### config.mk
export PLATFORM = sky130hd
export DESIGN_NAME = mem_arbiter
export DESIGN_NICKNAME = d
export VERILOG_FILES = /design/src/rtl/mem_arbiter_pkg.sv /design/src/rtl/mem_arbiter.sv
export SDC_FILE = /design/constraint.sdc
export NUM_CORES = 1
export LEC_CHECK = 0
export BUFFER_PORTS_ARGS = -buffer_cell sky130_fd_sc_hd__buf_2
export CORE_ASPECT_RATIO = 1.1
export CORE_MARGIN = 1
export CORE_UTILIZATION = 45
export CTS_CLUSTER_DIAMETER = 50
export CTS_CLUSTER_SIZE = 28
export DETAILED_ROUTE_END_ITERATION = 16
export GPL_ROUTABILITY_DRIVEN = 0
export PLACE_DENSITY = 0.79
export SYNTH_ARGS = -nofsm -noshare
export SYNTH_HDL_FRONTEND = slang
export SYNTH_SLANG_ARGS = --single-unit
### constraint.sdc
create_clock -name i_clk -period 2.1 [get_ports i_clk]
set_input_delay 0.21 -clock i_clk [delete_from_list [all_inputs] [get_ports i_clk]]
set_output_delay 0.21 -clock i_clk [all_outputs]
set_load 0.01 [all_outputs]
### src/rtl/mem_arbiter_pkg.sv
// Shared definitions for the fetch / load-store memory arbiter: FSM state
// encodings, grant identifiers and the latched bus command layout.
package mem_arbiter_pkg;

    typedef enum logic [1:0] {
        ST_IDLE    = 2'd0,
        ST_IF_BUSY = 2'd1,
        ST_LS_BUSY = 2'd2
    } arb_state_e;

    typedef enum logic {
        GRANT_IF = 1'b0,
        GRANT_LS = 1'b1
    } grant_e;

    localparam logic [31:0] WORD_MASK = 32'hFFFF_FFFC;

    typedef struct packed {
        logic        we;
        logic [31:0] addr;
        logic [31:0] wdata;
        logic [3:0]  wstrb;
    } bus_cmd_t;

    function automatic logic [31:0] word_addr(input logic [31:0] byte_addr);
        return byte_addr & WORD_MASK;
    endfunction

    function automatic bus_cmd_t make_fetch_cmd(input logic [31:0] byte_addr);
        bus_cmd_t cmd;
        cmd.we    = 1'b0;
        cmd.addr  = word_addr(byte_addr);
        cmd.wdata = 32'h0000_0000;
        cmd.wstrb = 4'b0000;
        return cmd;
    endfunction

    // Loads never drive strobes onto the bus, whatever the LSU leaves on wstrb
    function automatic bus_cmd_t make_ls_cmd(input logic        we,
                                             input logic [31:0] byte_addr,
                                             input logic [31:0] wdata,
                                             input logic [3:0]  wstrb);
        bus_cmd_t cmd;
        cmd.we    = we;
        cmd.addr  = word_addr(byte_addr);
        cmd.wdata = wdata;
        cmd.wstrb = we ? wstrb : 4'b0000;
        return cmd;
    endfunction

endpackage

### src/rtl/mem_arbiter.sv
// Shares one single-port memory interface between instruction fetch and the
// load/store unit, one outstanding transaction at a time.
module mem_arbiter
    import mem_arbiter_pkg::*;
(
    input  logic        i_clk,
    input  logic        i_rst,
    input  logic        i_clk_ce,
    input  logic        i_if_req,
    input  logic [31:0] i_if_addr,
    input  logic        i_br_en,
    output logic [31:0] o_if_data,
    output logic        o_if_valid,
    input  logic        i_ls_req,
    input  logic        i_ls_we,
    input  logic [31:0] i_ls_addr,
    input  logic [31:0] i_ls_wdata,
    input  logic [3:0]  i_ls_wstrb,
    output logic [31:0] o_ls_rdata,
    output logic        o_ls_ack,
    output logic        o_mem_req,
    output logic        o_mem_we,
    output logic [31:0] o_mem_addr,
    output logic [31:0] o_mem_wdata,
    output logic [3:0]  o_mem_wstrb,
    input  logic [31:0] i_mem_rdata,
    input  logic        i_mem_ack,
    output logic        o_hz_mem
);

    arb_state_e  state_r, state_s;
    grant_e      last_grant_r, last_grant_s;
    logic        discard_r, discard_s;
    bus_cmd_t    cmd_r, cmd_s;
    logic        mem_req_r, mem_req_s;
    logic [31:0] if_data_r, if_data_s;
    logic [31:0] ls_rdata_r, ls_rdata_s;
    logic        if_valid_r, if_valid_s;
    logic        ls_ack_r, ls_ack_s;
    logic        if_elig_s, ls_elig_s;
    logic        grant_if_s, grant_ls_s;

    // A held level request is blind while its own response pulse is high,
    // so one request can never be granted twice
    always_comb begin
        if_elig_s  = i_if_req && !if_valid_r;
        ls_elig_s  = i_ls_req && !ls_ack_r;
        grant_if_s = if_elig_s && (!ls_elig_s || (last_grant_r == GRANT_LS));
        grant_ls_s = ls_elig_s && !grant_if_s;
    end

    // Next state, bus command latch and return-path update
    always_comb begin
        state_s      = state_r;
        last_grant_s = last_grant_r;
        discard_s    = discard_r;
        cmd_s        = cmd_r;
        mem_req_s    = mem_req_r;
        if_data_s    = if_data_r;
        ls_rdata_s   = ls_rdata_r;
        if_valid_s   = 1'b0;
        ls_ack_s     = 1'b0;
        case (state_r)
            ST_IDLE: begin
                if (grant_if_s) begin
                    cmd_s     = make_fetch_cmd(i_if_addr);
                    mem_req_s = 1'b1;
                    state_s   = ST_IF_BUSY;
                end else if (grant_ls_s) begin
                    cmd_s     = make_ls_cmd(i_ls_we, i_ls_addr, i_ls_wdata, i_ls_wstrb);
                    mem_req_s = 1'b1;
                    state_s   = ST_LS_BUSY;
                end else begin
                    mem_req_s = 1'b0;
                end
            end
            ST_IF_BUSY: begin
                if (i_mem_ack) begin
                    // A branch in the completion cycle still kills the data
                    if (discard_r || i_br_en) begin
                        if_valid_s = 1'b0;
                    end else begin
                        if_data_s  = i_mem_rdata;
                        if_valid_s = 1'b1;
                    end
                    discard_s    = 1'b0;
                    mem_req_s    = 1'b0;
                    last_grant_s = GRANT_IF;
                    state_s      = ST_IDLE;
                end else if (i_br_en) begin
                    discard_s = 1'b1;
                end else begin
                    discard_s = discard_r;
                end
            end
            ST_LS_BUSY: begin
                if (i_mem_ack) begin
                    if (cmd_r.we) begin
                        ls_rdata_s = ls_rdata_r;
                    end else begin
                        ls_rdata_s = i_mem_rdata;
                    end
                    ls_ack_s     = 1'b1;
                    mem_req_s    = 1'b0;
                    last_grant_s = GRANT_LS;
                    state_s      = ST_IDLE;
                end else begin
                    mem_req_s = 1'b1;
                end
            end
            default: begin
                state_s   = ST_IDLE;
                mem_req_s = 1'b0;
                discard_s = 1'b0;
            end
        endcase
    end

    // Arbitration state register
    always_ff @(posedge i_clk) begin
        if (i_rst) begin
            state_r      <= ST_IDLE;
            last_grant_r <= GRANT_IF;
            discard_r    <= 1'b0;
        end else if (i_clk_ce) begin
            state_r      <= state_s;
            last_grant_r <= last_grant_s;
            discard_r    <= discard_s;
        end
    end

    // Bus command and requester return registers
    always_ff @(posedge i_clk) begin
        if (i_rst) begin
            cmd_r      <= make_fetch_cmd(32'h0000_0000);
            mem_req_r  <= 1'b0;
            if_data_r  <= 32'h0000_0000;
            ls_rdata_r <= 32'h0000_0000;
            if_valid_r <= 1'b0;
            ls_ack_r   <= 1'b0;
        end else if (i_clk_ce) begin
            cmd_r      <= cmd_s;
            mem_req_r  <= mem_req_s;
            if_data_r  <= if_data_s;
            ls_rdata_r <= ls_rdata_s;
            if_valid_r <= if_valid_s;
            ls_ack_r   <= ls_ack_s;
        end
    end

    assign o_mem_req   = mem_req_r;
    assign o_mem_we    = cmd_r.we;
    assign o_mem_addr  = cmd_r.addr;
    assign o_mem_wdata = cmd_r.wdata;
    assign o_mem_wstrb = cmd_r.wstrb;
    assign o_if_data   = if_data_r;
    assign o_if_valid  = if_valid_r;
    assign o_ls_rdata  = ls_rdata_r;
    assign o_ls_ack    = ls_ack_r;
    // The core's stall term must see a new request in the same cycle
    assign o_hz_mem    = if_elig_s || ls_elig_s;

endmodule

==> impl_metrics.tcl, run 1 <==
set metrics [dict create \
    fin_skew_ps 9.14 \
    fmax_mhz 550 \
    crit_fanout 23 \
    maxCapViolCount 0 \
    drcViolationCount 0 \
    seq_power_share_pct 43.2 \
    core_area_sq_um 11600 \
    period_share_pct 86.6 \
    critPathKind "flop to flop" \
    crit_required_ps 2400 \
    die_area_sq_um 12600 \
    vias 5434 \
    cts_tree "yes" \
    path_cells "or3b_2, nand2_4, buf_4, nand2_1, a211oi_1" \
    yosysWarningCount 0 \
    setup_viol 0 \
    rows 41 \
    syn2layout_area_growth_pct 36.9 \
    power_leakage_nw 3.39 \
    arrival_ps 2120 \
    drt_pass1_iterations 4 \
    clockPowerShare_pct 44.5 \
    p_sw_share_pct 24.8 \
    initial_core_util_pct 46.8 \
    relSlewSlack_pct 61.8 \
    power.density_nw_per_um2 871 \
    numPortBuffers 270 \
    grt-ovfl-total 0 \
    postCtsSetupRepairBufs 0 \
    synth.avg_cell_area_sq_um 8.21 \
    track_usage_pct 23.6 \
    grt_max_degree 74 \
    ant_nets 0 \
    clkTransAtPathRegs_ps 60 \
    drt_first_iter_violations 356 \
    num_io_pins 277 \
    routedWlPerCell_microns 13.9 \
    end_kind "flop" \
    netlist-cell-type-count 36 \
    final_core_utilization_pct 64.1 \
    grt_pass1_vias 5156 \
    cts_max_path_buffers 2 \
    drive_gt1_share_pct 34.8 \
    drv_slew 0 \
    cts_max_level 4 \
    max_stage_delay_ps 530 \
    synth_edf_count 0 \
    hold_ws_ps 46.2 \
    cts_hold_buf 0 \
    rsz0062_at_grt "false" \
    nNetsFinal 1057 \
    status "completed" \
    hold_viol 0 \
    power.switching_w 0.00161 \
    peakVddDrop_v 0.000480 \
    yosysSeqAreaShare_pct 50.7 \
    crit_slowest_cell "or3b_2" \
    insertedDiodeCount 0 \
    crit_path_start_kind "flop" \
    fp.dieW_microns 107 \
    setup_tns_ps 0 \
    grt_antenna_before_repair 0 \
    grt_pass1_wl_mm 23.9 \
    holdCritPathClass "input port to flop" \
    combPwrFrac_pct 12.3 \
    synth_seq_cells 138 \
    hpwlAfterDp_mm 10.2 \
    drt-vias-per-instance 5.05 \
    fin_cells 1075 \
    cts-buffers-inserted 17 \
    async_flop_share_pct 0 \
    clockRootBuffer "clkbuf_16" \
    dp_cells 1045 \
    post_cts_resized 0 \
    worst_pin_slew_ps 571 \
    p_int_w 0.00488 \
    ys.flop_type "dfxtp_1" \
    clock_sinks 138 \
    die_y_microns 117 \
    postSynthCellCount 664 \
    syn_area_sq_um 5450 \
    routed_wl_mm 15.0 \
    clkLatencyLatePin_ps 400 \
    period_needed_ps 1820 \
]
synth_stat cells (4+ instances only):
library cell	number	area, sq um
nor2_1	34	128
o21ai_0	17	85.1
clkbuf_1	25	93.8
nand2_1	166	623
nand2b_1	38	238
dfxtp_1	138	2760
nand4_1	4	25.0
o21ai_1	16	80.1
buf_6	6	67.6
buf_1	5	18.8
a21oi_1	103	515
nand3b_1	32	240
buf_2	10	50.1
a211oi_1	31	233
buf_4	5	37.5
critical path: cells and delay by family, from the launching register on:
kind	cells	cell delay (ps)
simple gates	3	840
flops	1	340
buf+inv	1	300
compound gates	1	250
cell usage in the layout, fill, tap and decap left out, types with 2 or more instances in the layout:
master,Yosys,routed
a211oi_1,31,31
a21oi_1,103,103
a21oi_2,2,2
a32oi_1,2,2
buf_12,0,4
buf_2,10,269
buf_4,5,11
bufinv_16,0,2
clkbuf_16,0,17
clkbuf_8,0,2
clkinv_2,0,3
clkinvlp_4,0,4
conb_1,1,2
dfxtp_1,138,138
ha_1,3,3
inv_1,3,3
nand2_1,166,166
nand2b_1,38,38
nand3_1,3,3
nand3b_1,32,32
nand4_1,4,4
nor2_1,34,34
nor2b_1,3,3
nor3_1,2,2
o21ai_0,17,17
o21ai_1,16,16
power by group through the flow:
| stage | sequential (W) | clock (W) | combinational [W] |
|---|---|---|---|
| after detailed placement | 0.00286 | 0 | 0.000803 |
| final | 0.00281 | 0.00289 | 0.000802 |
| after CTS | 0.00281 | 0.00295 | 0.000805 |
| after global routing | 0.00282 | 0.00310 | 0.000890 |
| after floorplan | 0.00292 | 0 | 0.000389 |
| after global placement | 0.00286 | 0 | 0.000792 |
state kept, by name (all words and copies together) (netlist names):
signal	cells
o_if_data	32
o_ls_rdata	32
o_mem_wdata	32
o_mem_addr	30
o_mem_wstrb	4
state_r	2
discard_r	1
last_grant_r	1
o_if_valid	1
o_ls_ack	1
o_mem_req	1
o_mem_we	1
kinds of logic (layout without fill, tap and decap cells):
family                     Yosys count  in the layout  share of synthesized area (%)
other                                1              2                         0.0688
AOI/OAI and AO/OA                  174            174                           17.8
adders and majority gates            3              3                          0.688
DFF                                138            138                           50.7
and+or+nand+nor                    291            291                           25.4
buffers and inverters               57            317                           5.39
path summary, 6_finish.rpt:
check                      start  cells after the start              to  slack, ps
setup / recovery        o_ls_ack                      5  o_mem_addr[23]        280
hold / removal      i_ls_addr[2]                      3   o_mem_addr[2]         50
setup reg to reg        o_ls_ack                      5  o_mem_addr[23]        280
hold reg to reg   o_ls_rdata[29]                      2  o_ls_rdata[29]        450
cell type report:
type	count	area [sq um]
multi-input cells	470	2420
fillers	1054	4180
repair buffers	284	1510
well taps	150	188
flip-flops and latches	138	2760
clock buffers	19	453
inverters	3	11.3
clock inverters	11	123
through the flow:
| stage | area [sq um] | total power, W | worst slack [ps] |
|---|---|---|---|
| 3_3_place_gp | 6890 | 0.00365 | 339 |
| 6_report | 7460 | 0.00650 | 281 |
| 4_1_cts | 7460 | 0.00657 | 274 |
| 3_5_place_dp | 6890 | 0.00366 | 280 |
| 5_1_grt | 7460 | 0.00681 | 106 |
| 2_1_floorplan | 5460 | 0.00331 | 543 |
metal layers:
metal	vias to the layer above	global-route usage (%)	share of wire (%)
met4	0	7.02	1.1
met5	-	0	0
met1	2478	27.7	41
li1	2724	-	-
met2	219	40.2	49
met3	13	8.25	8.8
No activity file was read; power rests on OpenSTA's default activity.
==> inputs of run 2 (changes only) <==
CORE_UTILIZATION = 49   (was 45)
MAX_ROUTING_LAYER = met4   (was unset)
PLACE_DENSITY = 0.85   (was 0.79)
clock period = 2.3 ns   (was 2.1 ns; I/O delays follow)
==> impl_metrics.tcl, run 2 (same netlist as run 1, synthesis figures left out) <==
set metrics [dict create \
    wl_met3_mm 1.33 \
    arrival_ps 2350 \
    crit_required_ps 2610 \
    r2r_slack_ps 250 \
    rr_startpoint "o_ls_ack" \
    final_cell_mix "buf_2 (269), nand2_1 (166), dfxtp_1 (138)" \
    holdPathEnd "o_mem_addr[28]" \
    peakVddDrop_v 0.000390 \
    postCtsSetupRepairBufs 0 \
    cts_max_level 4 \
    setup_tns_ps 0 \
    clockRootBuffer "clkbuf_16" \
    crit_fanout 30 \
    fin_skew_ps 10.4 \
    hold_path.startpoint "i_ls_addr[28]" \
    power_leakage_nw 3.40 \
    met1_length_mm 6.01 \
    rsz0062_at_grt "false" \
    grt_pass1_wl_mm 22.8 \
    fp.dieW_microns 103 \
    power.density_nw_per_um2 824 \
    core_area_sq_um 10900 \
    r2r-end "o_mem_addr[17]" \
    rows 40 \
    final_core_utilization_pct 69.0 \
    top_layer "met4" \
    period_needed_ps 2050 \
    ant_nets 0 \
    initial_core_util_pct 50.2 \
    post_cts_resized 0 \
    cts_tree "yes" \
    routed_wl_mm 15.0 \
    dp_slack_ps 304 \
    drv_slew 0 \
    grt_max_degree 93 \
    stdcell_area_sq_um 7490 \
    die_area_sq_um 11600 \
    routedWlPerCell_microns 14.0 \
    crit_family "simple AND/OR/NAND/NOR gates" \
    drt_first_iter_violations 283 \
    max_stage_delay_ps 900 \
    critPathKind "flop to flop" \
    drcViolationCount 0 \
    relSlewSlack_pct 23.7 \
    cts_hold_buf 0 \
    drt_pass1_iterations 5 \
    clkLatencyLatePin_ps 410 \
    crit_slowest_cell "and2_1" \
    grt_antenna_before_repair 0 \
    worst_pin_slew_ps 1140 \
    clkTransAtPathRegs_ps 60 \
    period_share_pct 88.9 \
    setup_viol 0 \
    rr_worst_depth 4 \
    hpwlAfterDp_mm 10.2 \
    track_usage_pct 26.0 \
    drt-vias-per-instance 5.12 \
    maxCapViolCount 0 \
    fmax_mhz 489 \
    syn2layout_area_growth_pct 37.4 \
    drive_gt1_share_pct 34.7 \
    nNetsFinal 1056 \
    cts-buffers-inserted 17 \
    end_kind "flop" \
    holdPathStages 3 \
    grt_pass1_vias 4920 \
    grt-ovfl-total 0 \
    path_buf_inv 0 \
    clock_sinks 138 \
    final_common_cell "buf_2" \
    hold_ws_ps 61.3 \
    holdCritPathClass "input port to flop" \
    crit_path_start_kind "flop" \
    path_cells "or3b_2, and2_1, a21oi_1, a211oi_1" \
    fin_ws_ps 255 \
    num_io_pins 277 \
    die_y_microns 113 \
    insertedDiodeCount 0 \
    cts_max_path_buffers 2 \
    place_area_sq_um 6860 \
    status "completed" \
    hold_viol 0 \
    vias 5498 \
    numPortBuffers 270 \
    wl_met2_mm 7.29 \
]
-- run 2: final cells by class --
type	instances	area [sq um]
clock buffer	21	460
clock inverter	11	168
fill	894	3370
inverter	3	11.3
multi-input combinational	470	2420
sequential	138	2760
tap	147	184
timing repair buffer	283	1490
-- run 2: per-stage QoR --
step                      std cells  power, W
after floorplan                 665   0.00302
after global placement         1041   0.00332
after detailed placement       1041   0.00333
after CTS                      1073   0.00622
after global routing           1073   0.00643
final                          1073   0.00617
-- run 2: how the worst max path moves through the flow --
stage                     end      from  depth (start not counted)  slack, ps
6_report       o_mem_addr[17]  o_ls_ack                          4        250
3_5_place_dp   o_mem_addr[15]  i_ls_req                          5        300
4_1_cts        o_mem_addr[17]  o_ls_ack                          4        250
2_1_floorplan  o_mem_addr[10]  o_ls_ack                          5        740
3_3_place_gp   o_mem_addr[31]  i_ls_req                          5        340
5_1_grt        o_mem_addr[17]  o_ls_ack                          4         50
-- run 2: power by group --
group | internal, W | switching [W]
Combinational | 0.000309 | 0.000413
Sequential | 0.00251 | 0.0000562
Clock | 0.00187 | 0.00101
Total | 0.00469 | 0.00148
-- run 2: metal layers --
metal / up-vias / track usage [%]
met1: 2481 / 30.4
li1: 2730 / -
met2: 258 / 41.4
met4: 0 / 10.8
met5: - / -
met3: 29 / 7.53
-- run 2: worst min-delay path, cell delays in order --
cell and delay, ps:
buf_2 90, nand2_1 40, a211oi_1 50
==> inputs of run 3 (changes only) <==
CORE_UTILIZATION = 45   (was 49)
PLACE_DENSITY = 0.79   (was 0.85)
clock period = 2.22 ns   (was 2.3 ns; I/O delays follow)
==> impl_metrics.tcl, run 3 (same netlist as run 1, synthesis figures left out) <==
set metrics [dict create \
    grt-ovfl-total 0 \
    final_cell_mix "buf_2 (269), nand2_1 (166), dfxtp_1 (138)" \
    fin_skew_ps 16.4 \
    power.switching_w 0.00159 \
    period_share_pct 84.0 \
    fillers 1034 \
    p_sw_share_pct 25.6 \
    track_usage_pct 24.2 \
    insertedDiodeCount 0 \
    clockPowerShare_pct 45.1 \
    cts_max_path_buffers 2 \
    arrival_ps 2180 \
    holdCritPathClass "input port to flop" \
    ant_nets 0 \
    fmax_mhz 536 \
    drive_gt1_share_pct 34.7 \
    clock_sinks 138 \
    power.density_nw_per_um2 833 \
    grt_pass1_vias 5087 \
    drcViolationCount 0 \
    die_y_microns 117 \
    period_needed_ps 1860 \
    drv_slew 0 \
    power_leakage_nw 3.38 \
    syn2layout_area_growth_pct 36.7 \
    cts_max_level 4 \
    drt_pass1_iterations 5 \
    crit_path_start_kind "flop" \
    seq_power_share_pct 42.8 \
    vias 5480 \
    holdPathStages 3 \
    post_cts_resized 0 \
    core_area_sq_um 11600 \
    cts_tree "yes" \
    peakVddDrop_v 0.000399 \
    rows 41 \
    rr_worst_depth 4 \
    end_kind "flop" \
    relSlewSlack_pct 60.1 \
    routedWlPerCell_microns 14.0 \
    fin_cells 1076 \
    clkLatencyLatePin_ps 410 \
    initial_core_util_pct 46.8 \
    worst_pin_slew_ps 597 \
    crit_fanout 32 \
    grt_antenna_before_repair 0 \
    clkTransAtPathRegs_ps 60 \
    multiInputGateArea_sq_um 2420 \
    num_io_pins 277 \
    critPathKind "flop to flop" \
    drt-vias-per-instance 5.09 \
    postCtsSetupRepairBufs 0 \
    routed_wl_mm 15.1 \
    status "completed" \
    combPwrFrac_pct 12.1 \
    cts_hold_buf 0 \
    hold_viol 0 \
    dp_cells 1044 \
    hpwlAfterDp_mm 10.3 \
    p_int_w 0.00462 \
    nNetsFinal 1056 \
    grt_pass1_wl_mm 23.6 \
    drt_first_iter_violations 280 \
    grt_max_degree 102 \
    numPortBuffers 270 \
    fp.dieW_microns 107 \
    seq_area_sq_um 2760 \
    setup_tns_ps 0 \
    rsz0062_at_grt "false" \
    clockRootBuffer "clkbuf_16" \
    setup_viol 0 \
    die_area_sq_um 12600 \
    final_common_cell "buf_2" \
    cts-buffers-inserted 17 \
    maxCapViolCount 0 \
    crit_required_ps 2540 \
]
-- run 3: cell count changes in the layout (fill, tap and decap cells not counted), sizes merged --
cell / change
clkbuf: -1
inv: +2
bufinv: -2
clkinvlp: +1
-- run 3: power groups by stage --
stage / Clock [W] / Sequential (W) / Combinational (W)
after floorplan: 0 / 0.00276 / 0.000368
after global placement: 0 / 0.00270 / 0.000746
after detailed placement: 0 / 0.00271 / 0.000751
after CTS: 0.00285 / 0.00265 / 0.000754
after global routing: 0.00298 / 0.00267 / 0.000828
final: 0.00280 / 0.00265 / 0.000753
-- run 3: critical path, cell delays in order (launching register included) --
cell and delay, ps:
dfxtp_1 340, or3b_2 540, nand2_4 200, nand2_2 380, o21ai_0 310
-- run 3: area by class of cell --
| cell class | count | area share [%] |
|---|---|---|
| clock buffer | 20 | 5.99 |
| clock inverter | 12 | 1.88 |
| inverter | 3 | 0.151 |
| multi-input combinational | 470 | 32.4 |
| sequential | 138 | 37.1 |
| tap | 150 | 2.52 |
| timing repair buffer | 283 | 20.0 |
-- run 3: worst paths after layout --
check	from	end	slack (ps)
worst max-delay path	o_ls_ack	o_mem_wdata[8]	360
worst min-delay path	i_ls_addr[15]	o_mem_addr[15]	50
worst max register to register	o_ls_ack	o_mem_wdata[8]	360
worst min register to register	o_if_data[29]	o_if_data[29]	450
-- run 3: metal layers --
| metal | up-vias | track usage [%] | share of wire [%] |
|---|---|---|---|
| met5 | - | - | 0 |
| li1 | 2725 | - | - |
| met1 | 2499 | 28.2 | 43 |
| met4 | 0 | 8.39 | 1.7 |
| met2 | 235 | 39.8 | 48 |
| met3 | 21 | 6.53 | 7.2 |
-- run 3: through the flow --
step	setup slack [ps]	area (sq um)	hold WS (ps)	total power, W	util [%]
floorplan	663	5460	358	0.00313	-
global placement	443	6870	438	0.00345	59.0
detailed placement	354	6870	443	0.00346	59.0
CTS	354	7450	40.6	0.00626	64.0
global route	196	7450	43.1	0.00647	64.0
finish	356	7450	49.9	0.00621	64.0
